$ cat config.mk
export PLATFORM = sky130hd
export DESIGN_NAME = pipelined_shifter
export DESIGN_NICKNAME = d
export VERILOG_FILES = /design/src/rtl/pipelined_shifter_pkg.sv /design/src/rtl/shift_level.sv /design/src/rtl/pipelined_shifter.sv
export SDC_FILE = /design/constraint.sdc
export NUM_CORES = 1
export LEC_CHECK = 0
export CORE_ASPECT_RATIO = 1.25
export CORE_MARGIN = 2
export CORE_UTILIZATION = 35
export CTS_BUF_LIST = sky130_fd_sc_hd__clkbuf_8 sky130_fd_sc_hd__clkbuf_16
export DETAILED_ROUTE_END_ITERATION = 8
export HOLD_SLACK_MARGIN = 0.15
export PLACE_DENSITY_LB_ADDON = 0.08
export SLEW_MARGIN = 20
export SYNTH_ARGS = -nofsm -noshare
export SYNTH_HDL_FRONTEND = slang
export SYNTH_SLANG_ARGS = --single-unit
$ cat constraint.sdc
create_clock -name clock -period 2.6 [get_ports clock]
set_clock_uncertainty 0.1 [all_clocks]
set_input_delay 0.39 -clock clock [delete_from_list [all_inputs] [get_ports clock]]
set_output_delay 0.39 -clock clock [all_outputs]
set_load 0.01 [all_outputs]
$ cat src/rtl/pipelined_shifter_pkg.sv
// Shared definitions for the pipelined shifter: shift mode encodings and helpers
// that place each barrel-mux level in front of a register stage.
package pipelined_shifter_pkg;

   typedef enum logic [1:0] {
      MODE_SLL = 2'b00,
      MODE_SRL = 2'b01,
      MODE_SRA = 2'b10,
      MODE_ROR = 2'b11
   } shift_mode_e;

   function automatic int shamt_width(input int width);
      return $clog2(width);
   endfunction

   // Register stage whose input logic evaluates mux level `level`.
   function automatic int stage_of(input int level, input int stages, input int levels);
      return (level * stages) / levels;
   endfunction

   // True when `level` is the last mux level feeding its stage register.
   function automatic logic ends_stage(input int level, input int stages, input int levels);
      if (level == levels - 1) begin
         return 1'b1;
      end
      return stage_of(level + 1, stages, levels) != stage_of(level, stages, levels);
   endfunction

endpackage

$ cat src/rtl/shift_level.sv
// One combinational barrel-mux level: moves i_data by 2**LEVEL bits when i_en is set.
// Latency 0, no state, no handshake.
module shift_level
   import pipelined_shifter_pkg::*;
#(
   parameter int WIDTH = 32,
   parameter int LEVEL = 0
) (
   input  logic [WIDTH-1:0] i_data,
   input  logic [1:0]       i_mode,
   input  logic             i_fill,
   input  logic             i_en,
   output logic [WIDTH-1:0] o_data
);

   localparam int SH = 1 << LEVEL;

   logic [WIDTH-1:0] w_hi_mask;

   // Top SH bits set: the positions vacated by a right shift.
   assign w_hi_mask = ~({WIDTH{1'b1}} >> SH);

   always_comb begin
      o_data = i_data;
      if (i_en) begin
         case (i_mode)
            MODE_SLL: o_data = i_data << SH;
            MODE_SRL: o_data = i_data >> SH;
            MODE_SRA: o_data = (i_data >> SH) | (i_fill ? w_hi_mask : '0);
            MODE_ROR: o_data = (i_data >> SH) | (i_data << (WIDTH - SH));
            default:  o_data = i_data;
         endcase
      end
   end

endmodule

$ cat src/rtl/pipelined_shifter.sv
// Pipelined SLL/SRL/SRA/ROR unit, latency STAGES cycles, 1 op/cycle sustained.
// Backpressure: outReady low stalls the pipe, bubbles collapse, a full pipe drops inReady.
module pipelined_shifter
   import pipelined_shifter_pkg::*;
#(
   parameter  int WIDTH     = 32,
   parameter  int STAGES    = 2,
   parameter  int TAG_WIDTH = 5,
   localparam int SHW       = shamt_width(WIDTH)
) (
   input  logic                 clock,
   input  logic                 resetN,
   input  logic                 flush,
   input  logic                 inValid,
   output logic                 inReady,
   input  logic [WIDTH-1:0]     inData,
   input  logic [SHW-1:0]       inShamt,
   input  logic [1:0]           inMode,
   input  logic [TAG_WIDTH-1:0] inTag,
   output logic                 outValid,
   input  logic                 outReady,
   output logic [WIDTH-1:0]     outData,
   output logic [TAG_WIDTH-1:0] outTag
);

   localparam int L = SHW;

   logic [STAGES-1:0]    r_vld;
   logic [WIDTH-1:0]     r_data  [STAGES];
   logic [SHW-1:0]       r_shamt [STAGES];
   logic [1:0]           r_mode  [STAGES];
   logic                 r_fill  [STAGES];
   logic [TAG_WIDTH-1:0] r_tag   [STAGES];

   logic [STAGES-1:0]    w_move;
   logic [STAGES-1:0]    w_ready;
   logic [STAGES-1:0]    w_load;
   logic                 w_in_fire;
   logic [WIDTH-1:0]     w_stage_d   [STAGES];
   logic [SHW-1:0]       w_src_shamt [STAGES];
   logic [1:0]           w_src_mode  [STAGES];
   logic                 w_src_fill  [STAGES];
   logic [TAG_WIDTH-1:0] w_src_tag   [STAGES];

   logic [WIDTH-1:0]     w_lvl_in   [L];
   logic [WIDTH-1:0]     w_lvl_out  [L];
   logic [1:0]           w_lvl_mode [L];
   logic [L-1:0]         w_lvl_en;
   logic [L-1:0]         w_lvl_fill;

   // Ready ripples back from the consumer so a full pipe still advances every cycle.
   always_comb begin : handshake
      logic w_down_rdy;
      w_down_rdy = outReady;
      w_move     = '0;
      w_ready    = '0;
      for (int s = STAGES - 1; s >= 0; s--) begin
         w_move[s]  = r_vld[s] && w_down_rdy;
         w_ready[s] = !r_vld[s] || w_move[s];
         w_down_rdy = w_ready[s];
      end
   end

   assign inReady   = !flush && w_ready[0];
   assign w_in_fire = inValid && inReady;

   always_comb begin
      w_load    = '0;
      w_load[0] = w_in_fire;
      for (int s = 1; s < STAGES; s++) begin
         w_load[s] = w_move[s-1];
      end
   end

   for (genvar s = 0; s < STAGES; s++) begin : g_src
      if (s == 0) begin : g_from_in
         assign w_src_shamt[s] = inShamt;
         assign w_src_mode[s]  = inMode;
         assign w_src_fill[s]  = inData[WIDTH-1];
         assign w_src_tag[s]   = inTag;
      end else begin : g_from_reg
         assign w_src_shamt[s] = r_shamt[s-1];
         assign w_src_mode[s]  = r_mode[s-1];
         assign w_src_fill[s]  = r_fill[s-1];
         assign w_src_tag[s]   = r_tag[s-1];
      end
   end

   for (genvar i = 0; i < L; i++) begin : g_lvl
      localparam int S = stage_of(i, STAGES, L);

      if (S == 0) begin : g_ctl_in
         assign w_lvl_en[i]   = inShamt[i];
         assign w_lvl_mode[i] = inMode;
         assign w_lvl_fill[i] = inData[WIDTH-1];
      end else begin : g_ctl_reg
         assign w_lvl_en[i]   = r_shamt[S-1][i];
         assign w_lvl_mode[i] = r_mode[S-1];
         assign w_lvl_fill[i] = r_fill[S-1];
      end

      // First level of a stage reads the previous register, later ones chain.
      if (i == 0) begin : g_din_port
         assign w_lvl_in[i] = inData;
      end else if (stage_of(i - 1, STAGES, L) == S) begin : g_din_chain
         assign w_lvl_in[i] = w_lvl_out[i-1];
      end else begin : g_din_reg
         assign w_lvl_in[i] = r_data[S-1];
      end

      shift_level #(
         .WIDTH (WIDTH),
         .LEVEL (i)
      ) u_level (
         .i_data (w_lvl_in[i]),
         .i_mode (w_lvl_mode[i]),
         .i_fill (w_lvl_fill[i]),
         .i_en   (w_lvl_en[i]),
         .o_data (w_lvl_out[i])
      );

      if (ends_stage(i, STAGES, L)) begin : g_stage_end
         assign w_stage_d[S] = w_lvl_out[i];
      end
   end

   always_ff @(posedge clock or negedge resetN) begin
      if (!resetN) begin
         r_vld <= '0;
         for (int s = 0; s < STAGES; s++) begin
            r_data[s]  <= '0;
            r_shamt[s] <= '0;
            r_mode[s]  <= '0;
            r_fill[s]  <= 1'b0;
            r_tag[s]   <= '0;
         end
      end else begin
         for (int s = 0; s < STAGES; s++) begin
            if (flush) begin
               r_vld[s] <= 1'b0;
            end else if (w_ready[s]) begin
               r_vld[s] <= w_load[s];
            end
            if (w_load[s]) begin
               r_data[s]  <= w_stage_d[s];
               r_shamt[s] <= w_src_shamt[s];
               r_mode[s]  <= w_src_mode[s];
               r_fill[s]  <= w_src_fill[s];
               r_tag[s]   <= w_src_tag[s];
            end
         end
      end
   end

   assign outValid = r_vld[STAGES-1];
   assign outData  = r_data[STAGES-1];
   assign outTag   = r_tag[STAGES-1];

endmodule

==> reports/qor.yml <==
run_status: "completed"
rows: 58
tightestPinTransition_ns: 0.913
dominantRegCellSynth: "dfrtp_1"
ys_async_sr_fraction_pct: 100
ys.warnings.count: 0
relSlewSlack_pct: 38.9
hold_class: "reg2reg"
die-area_um2: 21600
cts_buffers: 9
clockBufferDepth: 2
worstPathRequired_ns: 2.11
slowest_stage: "clkdlybuf4s50_1"
rrSetupSlack_ns: 0.55
syn_inst: 951
cp_max_fo: 4
syn_nets: 1000
synthDistinctLibCells: 70
ys_seq_area_share_pct: 28.3
grt_antenna_before_repair: 0
cap_violations: 0
die_w_um: 132
final-max-slew-violation-count: 0
grt_start_max_net_pins: 68
ys_seq_elements: 81
setup_viol: 0
r2r_cells: 5
endpoint_kind: "output port"
postRouteWirelength_um: 27700
clkTransAtPathRegs_ns: 0.06
fin_crit_sh_pct: 85.8
grt-ovfl-total: 0
avgRoutedWirePerCell_um: 21.1
timing.rr.start: "r_mode[3]"
cp-endpoint: "inReady"
finalHoldViolations: 0
place_hpwl_um: 21500
path_class: "in2out"
die_y_um: 164
path_delay_family: "buffers and inverters"
vias_per_cell: 5.89
start_util_pct: 35.6
fmax_mhz: 448
worstSetupStartpointType: "input pin"
n_antenna_cell: 0
ctsRootBufferMaster: "clkbuf_16"
syn_area_um2: 7160
fin_tns_setup_ns: 0
cts_tree: "built"
area_growth_pct: 25.1
vias: 7728
ctsHoldBuffers: 1
grt_pass1_wl_um: 43900
gp_congestion: 0.921
max_stage_delay_ns: 0.54
crit_start: "outReady"
path_cells: "clkdlybuf4s50_1 > and3b_1 > nor2_1 > clkdlybuf4s50_1"
drive_gt1_share_pct: 14.2
first_pass_iters: 6
drtIter0Drc: 934
final_util_pct: 44.6
rsz0062_at_grt: "false"
period_needed_ns: 2.23
cts_sinks: 81
core_area_um2: 20100
cpMostUsedCell: "clkdlybuf4s50_1"
cp.arrival_ns: 1.74
htreeDepth: 3
grt_pass1_vias: 7267
cellLeakagePower_uw: 0.00366
synth_enable_flop_cells: 0
r2r-end: "outData[5]"
drcViolationCount: 0
grt_usage_pct: 25.8
cp_num_cells: 4
insertion_delay_ns: 0.34
nNetsFinal: 1088
critical_path_buf_inv_count: 2
portBuffers: 87
p_per_area_nw_per_um2: 587
cts_setup_buffers: 0
vdd_drop_max_mv: 0.288
total_power_uw: 5260
io_pins: 88
drtAntennaViolNets: 0
synth.avg_cell_area_um2: 7.53
cts_resized: 0
==> synthesized netlist by cell type, types with 6 or more instances <==
cell type  count  area, µm²
nand2_1      178        668
nor2_1        90        338
dfrtp_1       81       2030
a21oi_1       60        300
o21ai_0       58        290
buf_2         44        220
nand3_1       41        205
a31oi_1       40        250
clkbuf_1      39        146
mux2i_1       29        290
nand2b_1      26        163
a311oi_1      19        166
mux2_2        17        191
o211ai_1      17        128
a211oi_1      15        113
o21ai_1       15       75.1
or3b_1        11       96.3
a221o_1        9       90.1
o31ai_1        9       67.6
a21o_1         8       60.1
a221oi_1       8       70.1
buf_4          8       60.1
and2_1         7       43.8
a22o_1         6       52.6
inv_1          6       22.5
==> cells by family after synthesis <==
family / share of synthesized area (%)
buf+inv: 7.27
flops: 28.3
mux: 8.30
simple gates: 24.2
compound gates: 31.9
==> where the power goes <==
part / switching, µW / leakage (µW) / internal, µW
registers: 285 / 0.000980 / 1530
clock network: 510 / 0.000153 / 832
logic: 1120 / 0.00252 / 983
total: 1910 / 0.00366 / 3350
==> worst min-delay path by stage <==
| stage | startpoint | endpoint | slack, ns | cells after the start |
|---|---|---|---|---|
| floorplan | resetN | outData[0] | -0.006 | 0 |
| global route | r_tag[7] | r_tag[7] | 0.40 | 2 |
| detailed placement | resetN | outTag[0] | 0.32 | 1 |
| global placement | resetN | outTag[0] | 0.33 | 1 |
| CTS | r_tag[5] | r_tag[5] | 0.38 | 2 |
| finish | r_tag[5] | r_tag[5] | 0.37 | 2 |
==> metrics by stage <==
| stage | cell area [µm²] | hold WS [ns] | worst slack (ns) | instances |
|---|---|---|---|---|
| 2_1_floorplan | 7160 | -0.00559 | 0.781 | 951 |
| 3_3_place_gp | 8640 | 0.326 | 0.0599 | 1297 |
| 3_5_place_dp | 8640 | 0.317 | 0.0237 | 1297 |
| 4_1_cts | 8960 | 0.375 | 0.359 | 1313 |
| 5_1_grt | 8960 | 0.396 | 0.250 | 1313 |
| 6_report | 8960 | 0.371 | 0.370 | 1313 |
==> area by class of cell <==
cell class,count,area [µm²]
Clock buffer,9,225
Clock inverter,6,85.1
Fill cell,2126,11100
Inverter,8,30.0
Multi-Input combinational cell,764,4630
Sequential cell,81,2030
Tap cell,270,338
Timing Repair Buffer,175,1620
==> worst register-to-register path: cells and delay by family, from the launching register on <==
| kind | cells | cell delay [ns] |
|---|---|---|
| buffers and inverters | 1 | 0.25 |
| AO/OA/AOI/OAI | 2 | 0.48 |
| flip-flops | 1 | 0.34 |
| AND/OR/NAND/NOR | 2 | 0.81 |
==> layer usage <==
layer | vias to the layer above | routed length [µm] | global-route usage, %
met5 | - | 0 | 0
met4 | 0 | 1110 | 11.4
met3 | 72 | 1350 | 1.94
met2 | 345 | 13400 | 44.0
met1 | 3623 | 11900 | 33.7
li1 | 3688 | - | -
==> registers in the layout, indices dropped and copies added (netlist names) <==
register / cells
outData: 32
outTag: 5
r_data: 32
r_fill: 1
r_mode: 2
r_shamt: 2
r_tag: 5
r_vld: 2
==> cells in the final DEF, fill, tap and decap left out, types with 19 or more instances in the layout <==
cell type and count:
a21oi_1 60, a311oi_1 19, a31oi_1 40, buf_4 81
clkdlybuf4s50_1 84, dfrtp_1 80, mux2i_1 29, nand2_1 177
nand2b_1 26, nand3_1 41, nor2_1 90, o21ai_0 58
(Power assumes the default switching activity.)
